==> src/rtl/sigmoid_pkg.sv <==
// rtl/sigmoid_pkg.sv - Q5.11 fixed-point types shared by the sigmoid stages and serializer
package sigmoid_pkg;

  localparam int Q_W    = 16;
  localparam int Q_FRAC = 11;

  typedef logic signed [Q_W-1:0] q5_11_t;

endpackage

==> src/rtl/dw_sr_fifo.sv <==
// rtl/dw_sr_fifo.sv - dual-write single-read circular buffer with pair accept logic
module dw_sr_fifo
  import sigmoid_pkg::*;
#(
  parameter int DEPTH = 16,
  localparam int AW = $clog2(DEPTH),
  localparam int FW = AW + 1
) (
  input  logic          clk,
  input  logic          rst_n,
  input  logic          wr_en,
  input  q5_11_t        wr_lo,
  input  q5_11_t        wr_hi,
  input  logic          rd_ready,
  output q5_11_t        rd_data,
  output logic          rd_valid,
  output logic [FW-1:0] fill,
  output logic [FW-1:0] fill_next,
  output logic          push,
  output logic          pop,
  output logic          drop
);

  localparam logic [FW:0] DEPTH_X = (FW + 1)'(DEPTH);
  localparam logic [FW:0] PAIR_X  = (FW + 1)'(2);

  q5_11_t        mem [DEPTH];
  logic [AW-1:0] wr_ptr;
  logic [AW-1:0] rd_ptr;
  logic [AW-1:0] wr_ptr_hi;
  logic [FW:0]   room;

  assign rd_valid  = (fill != '0);
  assign pop       = rd_valid && rd_ready;
  assign rd_data   = mem[rd_ptr];
  assign wr_ptr_hi = wr_ptr + AW'(1);

  // A pop in the same cycle frees a slot that the incoming pair may use.
  assign room = DEPTH_X - {1'b0, fill} + {{FW{1'b0}}, pop};
  assign push = wr_en && (room >= PAIR_X);
  assign drop = wr_en && !push;

  always_comb begin
    fill_next = fill;
    if (push) begin
      fill_next = fill_next + FW'(2);
    end
    if (pop) begin
      fill_next = fill_next - FW'(1);
    end
  end

  // Storage is never reset; y_valid gates its use.
  always_ff @(posedge clk) begin
    if (push) begin
      mem[wr_ptr]    <= wr_lo;
      mem[wr_ptr_hi] <= wr_hi;
    end
  end

  always_ff @(posedge clk) begin
    if (!rst_n) begin
      wr_ptr <= '0;
      rd_ptr <= '0;
      fill   <= '0;
    end else begin
      if (push) begin
        wr_ptr <= wr_ptr + AW'(2);
      end
      if (pop) begin
        rd_ptr <= rd_ptr + AW'(1);
      end
      fill <= fill_next;
    end
  end

endmodule

==> src/rtl/sigmoid_result_serializer.sv <==
// rtl/sigmoid_result_serializer.sv - serializes 2-lane sigmoid results onto one ready/valid stream
module sigmoid_result_serializer
  import sigmoid_pkg::*;
#(
  parameter int DEPTH     = 16,
  parameter int AF_THRESH = 10,
  parameter int IDX_W     = 16,
  localparam int FW = $clog2(DEPTH) + 1
) (
  input  logic             clk,
  input  logic             rst_n,
  input  q5_11_t           y0_in,
  input  q5_11_t           y1_in,
  input  logic             valid_in,
  output q5_11_t           y_out,
  output logic             y_valid,
  input  logic             y_ready,
  output logic [FW-1:0]    fill,
  output logic             almost_full,
  output logic             overflow,
  output logic [IDX_W-1:0] out_idx
);

  localparam logic [FW-1:0] AF_LEVEL = FW'(AF_THRESH);

  logic [FW-1:0] fill_next;
  logic          push;
  logic          pop;
  logic          drop;

  dw_sr_fifo #(
    .DEPTH (DEPTH)
  ) u_fifo (
    .clk       (clk),
    .rst_n     (rst_n),
    .wr_en     (valid_in),
    .wr_lo     (y0_in),
    .wr_hi     (y1_in),
    .rd_ready  (y_ready),
    .rd_data   (y_out),
    .rd_valid  (y_valid),
    .fill      (fill),
    .fill_next (fill_next),
    .push      (push),
    .pop       (pop),
    .drop      (drop)
  );

  // almost_full tracks the registered fill, so it is derived from fill_next.
  always_ff @(posedge clk) begin
    if (!rst_n) begin
      almost_full <= 1'b0;
      overflow    <= 1'b0;
      out_idx     <= '0;
    end else begin
      almost_full <= (fill_next >= AF_LEVEL);
      if (drop) begin
        overflow <= 1'b1;
      end
      if (pop) begin
        out_idx <= out_idx + IDX_W'(1);
      end
    end
  end

  logic unused_push;
  assign unused_push = push;

endmodule

==> config.mk <==
export PLATFORM = sky130hd
export DESIGN_NAME = sigmoid_result_serializer
export DESIGN_NICKNAME = d
export VERILOG_FILES = /design/src/rtl/sigmoid_pkg.sv /design/src/rtl/dw_sr_fifo.sv /design/src/rtl/sigmoid_result_serializer.sv
export SDC_FILE = /design/constraint.sdc
export NUM_CORES = 1
export LEC_CHECK = 0
export CORE_ASPECT_RATIO = 0.9
export CORE_UTILIZATION = 55
export CTS_CLUSTER_DIAMETER = 40
export DETAILED_ROUTE_END_ITERATION = 6
export PLACE_DENSITY = 0.75
export SETUP_SLACK_MARGIN = 0.2
export SLEW_MARGIN = 5
export SYNTH_ARGS = -nofsm -noshare
export SYNTH_HDL_FRONTEND = slang
export SYNTH_SLANG_ARGS = --single-unit
==> constraint.sdc <==
create_clock -name clk -period 10.06 [get_ports clk]
set_input_delay 1.006 -clock clk [delete_from_list [all_inputs] [get_ports clk]]
set_output_delay 1.006 -clock clk [all_outputs]
set_load 0.05 [all_outputs]
==> results of run 1 <==
[placed cells by master (no fill, tap or decap), types with 7 or more instances in the layout]
cell type	count
ha_1	8
nand4_1	8
xnor2_1	15
clkdlybuf4s50_1	75
clkbuf_16	37
xor2_1	10
nand2_1	15
buf_4	11
edfxtp_1	256
mux4_2	80
dfxtp_1	32
nor2_1	26
inv_1	7
[final timing paths]
check / startpoint / end / slack [ps]
worst min register to register: overflow / overflow / 480
worst min-delay path: overflow / overflow / 480
worst max register to register: u_fifo.fill[3] / u_fifo.mem[7][11] / 5330
worst max-delay path: y_ready / u_fifo.mem[7][11] / 5320
[synth_stat cells, drive strengths merged, types with 2 or more instances]
cell type,instances,area share [%]
a311oi,2,0.21
nand2,15,0.50
mux2i,3,0.30
clkbuf,10,0.33
mux4,80,16
xnor2,15,1.2
and2,4,0.22
nor2,27,0.90
or2,2,0.11
xor2,10,0.78
edfxtp,256,68
nor3b,3,0.30
buf,14,0.76
nor3,3,0.13
a211oi,2,0.18
dfxtp,34,6.0
inv,8,0.27
nand3,4,0.18
o21ai,7,0.31
ha,8,0.89
nand4,9,0.63
nor4b,3,0.23
or3,3,0.21
a21oi,5,0.22
[registers in the layout, summed over array words and instances (netlist names), named ones only]
name / flops
almost_full: 1
out_idx: 16
overflow: 1
u_fifo.fill: 5
u_fifo.mem: 256
u_fifo.rd_ptr: 4
u_fifo.wr_ptr: 3
[critical path: stages]
cell and delay, ps:
clkdlybuf4s50_1 490, o41a_2 330, inv_2 120, ha_1 240, inv_1 70, ha_1 190
nor3b_4 220, mux2i_2 140, a31oi_4 360, nand2_1 250, nor3b_2 990, buf_4 460
[layer usage]
layer | part of all wire (%) | global-route usage (%)
met1 | 41 | 27.22
met3 | 5.7 | 4.215
met5 | 0 | 0
met2 | 51 | 35.12
met4 | 1.9 | 7.520
[metrics by stage]
stage | total power [mW] | hold WS (ps)
after global routing | 3.901 | 533.5
after global placement | 2.561 | 474.2
after detailed placement | 2.589 | 475.4
final | 3.757 | 484.9
after floorplan | 2.308 | 467.8
after CTS | 3.796 | 492.2
[logic make-up (layout without fill, tap and decap cells)]
group,count (synthesis),count (layout),share of synthesized area (%)
simple gates,79,79,3.832
buf+inv,33,160,1.388
compound gates,20,20,1.377
flops,290,290,74.28
xor+xnor,25,25,1.944
mux,83,83,16.29
fa+ha+maj,8,8,0.8885
[power by group]
group | switching (mW) | total, mW | internal (mW)
combinational | 0.577 | 1.03 | 0.454
clock | 0.488 | 1.20 | 0.712
sequential | 0.0771 | 1.53 | 1.45
[cell type report]
cell class	count	area, sq um	share of cell area, %
repair buffers	86	833.3	6.184
clock buffers	43	948.4	7.038
multi-input cells	215	2788	20.69
flip-flops and latches	290	8373	62.14
inverters	9	33.78	0.2507
clock inverters	22	180.2	1.337
well taps	255	319.1	2.368
==> summary.txt, run 1 <==
Routing
  • Wirelength per Cell: 22.65 um
  • Routed Antenna Nets: 0
  • DR iter-0 viols: 329
  • Vias per cell: 5.889
  • # DRC: 0
  • Detailed-route wire length: 20840 um
  • Drt pass-1 iters: 5
  • DR vias: 5418

Status
  • Outcome: finished, final reports clean

Finish
  • Fillcell total: 1224
  • Final std cells w/o fill: 920
  • Post-layout util: 67.22%
  • Fraction of layout cells with a size suffix above 1: 25.26%
  • Layout Nets: 682
  • Diodes inserted: 0
  • Area grow syn2layout: 19.61%
  • Design Area, Final: between 10000 and 15000 sq um

Min path
  • Hold path depth: 2
  • Hold crit path type: reg -> reg

STA
  • Fin worst setup slack: 5317 ps
  • Final Cycle Share: a little under half
  • Setup repair after global routing missed its margin: no
  • Worst-margin pin slew: ~1200 ps
  • Clk_skew: ~16 ps
  • Minimum period implied by the final worst setup slack: 4743 ps
  • Fin Setup TNS: 0 ps
  • FMAX: 210.8 MHz
  • Final setup vio count: 0
  • Final count of hold timing violations: 0
  • Slew Limit Headroom: 20.56%
  • Max Slew Vio Count: 0

Power
  • Power Density: ~280 nW/um^2
  • VDD IR max: 0.1385 mV
  • Leak pwr: 4.245 nW

Synthesis
  • Ys Warns: 0
  • Ys flop type: edfxtp_1
  • Number of synthesized flops with an enable pin: 256
  • Synthesis-stage register bit count: between 200 and 300
  • Mapped Area: 11270 sq um
  • Distinct cell type count of the synthesized netlist: 47
  • Synth Net Count: between 500 and 600
  • Post-synth ARST share: 0%
  • Mapped Cells: 538
  • Avg Cell Area, Syn: 20.94 sq um
  • Seq/Total Area, Yosys: 74.28%

Global routing
  • Largest net degree at the start of global routing: 65
  • Initial antenna violation count: 0
  • Congestion Overflow GR: 0
  • First-pass GRT wire length: around 32000 um
  • Total Routing Usage GR: 20.78%
  • Vias in the first global route: 5800

Placement
  • Port Buffers: 75
  • Area after DPL: 12350 sq um
  • Cell count after placement: 855
  • HPWL after DPL: 11680 um
  • Routability cong.: 0.7677
  • DP Worst Slack: 4753 ps

Clock network
  • Clk sinks: 290
  • Postcts setup bufs: 0
  • Clock slew at reported path FFs: 60 ps
  • CTS tree: built
  • Htree depth: 2
  • Cts hold-fix bufs: 0
  • Clock buffer depth: 3
  • Clk_lat worst skew: 500 ps
  • CTS Buf Count: 36
  • Resized Gates After CTS: 0
  • Root buffer cell: clkbuf_16

Floorplan
  • I/O pin count: 76
  • FP Rows: about 50
  • Die area: 21060 sq um
  • Die Span Y: between 100 and 150 um
  • Chip width: 152.9 um
  • Starting Density: 56.19%
  • Core Area: 20050 sq um

Critical path
  • Critical Path End Type: flip-flop
  • Crit path kind: in -> reg
  • WP data required: 10220 ps
  • R2R depth: 12
  • Startpoint types: input port
  • Worst EP arrival: roughly 4900 ps
  • Maximum fanout along the worst path: 20

Job
  • Max-cap violations: 0
Power figures use the tool's default switching activity.
==> run 2, diff against run 1 <==
- clock period: 10.06 -> 4.5 ns (I/O delays scaled with it)
==> summary.txt, run 2 (same netlist as run 1, synthesis figures left out) <==
Status
  • Outcome: finished, final reports clean

Global routing
  • Congestion Overflow GR: 0
  • Largest net degree at the start of global routing: 33
  • Total Routing Usage GR: 21.28%
  • Vias in the first global route: ~6000
  • Initial antenna violation count: 1
  • First-pass GRT wire length: 33260 um

STA
  • Final setup vio count: 0
  • Final Cycle Share: 89.47%
  • Max Slew Vio Count: 0
  • FMAX: 248.4 MHz
  • Setup repair after global routing missed its margin: no
  • Fin Setup TNS: 0 ps
  • Slew Limit Headroom: between 20% and 30%
  • Hold WS: slightly above 500 ps
  • Minimum period implied by the final worst setup slack: between 4000 and 5000 ps
  • Final count of hold timing violations: 0
  • Clk_skew: between 20 and 30 ps
  • Worst-margin pin slew: 1121 ps

Routing
  • # DRC: 0
  • DR iter-0 viols: 389
  • Vias per cell: a little under 6
  • Wirelength per Cell: 23.39 um
  • Detailed-route wire length: 21400 um
  • DR vias: approximately 5500
  • Routed Antenna Nets: 0
  • Drt pass-1 iters: 5

Power
  • Clock group share of total power: a little under a third
  • Switching share of power: 30.43%
  • P_sw: 2.541 mW
  • Power Density: 617.9 nW/um^2
  • Combinational share of power: about 28%
  • Leak pwr: 4.229 nW
  • Total Power: 8.350 mW
  • VDD IR max: 0.3011 mV
  • Flop pwr share: 41.2%
  • Int Pwr: 5.809 mW

Critical path
  • Crit path buf inv count: 3
  • WP data required: 4740 ps
  • Maximum fanout along the worst path: 24
  • CP max-delay cell: o41a_2
  • Slowest Stage Delay on Critical Path: 530 ps
  • Worst path top cell family by delay: simple AND/OR/NAND/NOR gates
  • Worst EP arrival: 4270 ps
  • CP Cell Sequence: or2_1 > o41a_2 > inv_2 > ha_1 > inv_1 > ha_1 > nor3b_4 > mux2i_2 > a31oi_4 > nand2_1 > nor3_4 > buf_12
  • Most frequent cell on the critical path: ha_1
  • Startpoint types: flip-flop
  • Critical Path End Type: flip-flop
  • Crit path kind: reg -> reg

Clock network
  • CTS Buf Count: 31
  • Clock buffer depth: 3
  • Cts hold-fix bufs: 0
  • Resized Gates After CTS: 0
  • Clk_lat worst skew: 560 ps
  • Clk sinks: 290
  • Root buffer cell: clkbuf_16
  • CTS tree: built
  • Htree depth: 1
  • Clock slew at reported path FFs: 60 ps
  • Postcts setup bufs: 0

Floorplan
  • Die area: 21060 sq um
  • I/O pin count: 76
  • Chip width: roughly 150 um
  • Starting Density: 56.19%
  • Core Area: 20050 sq um
  • FP Rows: 49
  • Die Span Y: between 100 and 150 um

Finish
  • Max reg flops: 256
  • Area grow syn2layout: 19.96%
  • Most frequent cells in the layout: edfxtp_1, mux4_2, clkdlybuf4s50_1
  • Most common cell after layout, fill and taps aside: edfxtp_1
  • Fraction of layout cells with a size suffix above 1: 25.04%
  • Largest registers: u_fifo.mem x256, out_idx x16, u_fifo.fill x5
  • Largest Register: u_fifo.mem
  • Layout Nets: 679

Min path
  • Hold crit path type: reg -> reg

Placement
  • Port Buffers: between 70 and 80
  • Routability cong.: 0.8211
  • HPWL after DPL: 12410 um

Job
  • Max-cap violations: 0
[run 2: cell count changes in the layout (fill, tap and decap cells not counted), sizes merged]
cell / change
buf: +2
bufinv: +3
inv: -5
clkbuf: -9
diode: +1
clkinv: +3
[run 2: worst min-delay path, stage by stage, from the launching register on]
cell and delay, ps:
dfxtp_1 330, nand2_1 60, a21oi_1 70
[run 2: cell type report]
| type | count | area, sq um |
|---|---|---|
| Antenna cell | 1 | 2.502 |
| Tap cell | 255 | 319.1 |
| Clock buffer | 34 | 797.0 |
| Inverter | 9 | 33.78 |
| Multi-Input combinational cell | 215 | 2839 |
| Fill cell | 1234 | 6534 |
| Sequential cell | 290 | 8373 |
| Clock inverter | 23 | 251.5 |
| Timing Repair Buffer | 88 | 898.4 |
[run 2: per-layer routing]
layer | up-vias | wire length (um) | GRT usage [%]
li1 | 2401 | - | -
met1 | 2848 | 8861 | 27.16
met2 | 168 | 10980 | 37.10
met3 | 41 | 1089 | 4.372
met4 | 0 | 471 | 6.790
met5 | - | 0 | 0
[run 2: per-stage QoR]
| step | std cells | worst slack [ps] | util, % | area, sq um |
|---|---|---|---|---|
| final | 915 | 473.9 | 67.41 | 13510 |
| after floorplan | 538 | 6.933 | - | 11330 |
| after detailed placement | 857 | 471.4 | 62.17 | 12460 |
| after global routing | 915 | 228.7 | 67.41 | 13510 |
| after global placement | 857 | 619.8 | 62.17 | 12460 |
| after CTS | 914 | 451.1 | 67.40 | 13510 |
[run 2: power by group through the flow]
| stage | registers (mW) | logic, mW | clock network (mW) |
|---|---|---|---|
| after floorplan | 3.49 | 1.69 | 0 |
| after global placement | 3.47 | 2.33 | 0 |
| after detailed placement | 3.50 | 2.37 | 0 |
| after CTS | 3.45 | 2.38 | 2.59 |
| after global routing | 3.48 | 2.50 | 2.69 |
| final | 3.44 | 2.35 | 2.56 |
[run 2: final timing paths]
path / to / startpoint / slack, ps / cells past startpoint
min reg2reg: flip-flop / u_fifo.rd_ptr[1] / 510 / 2
max: u_fifo.mem[2][9] / u_fifo.fill[3] / 470 / 12
max reg2reg: u_fifo.mem[2][9] / u_fifo.fill[3] / 470 / 12
min: flip-flop / u_fifo.rd_ptr[1] / 510 / 2
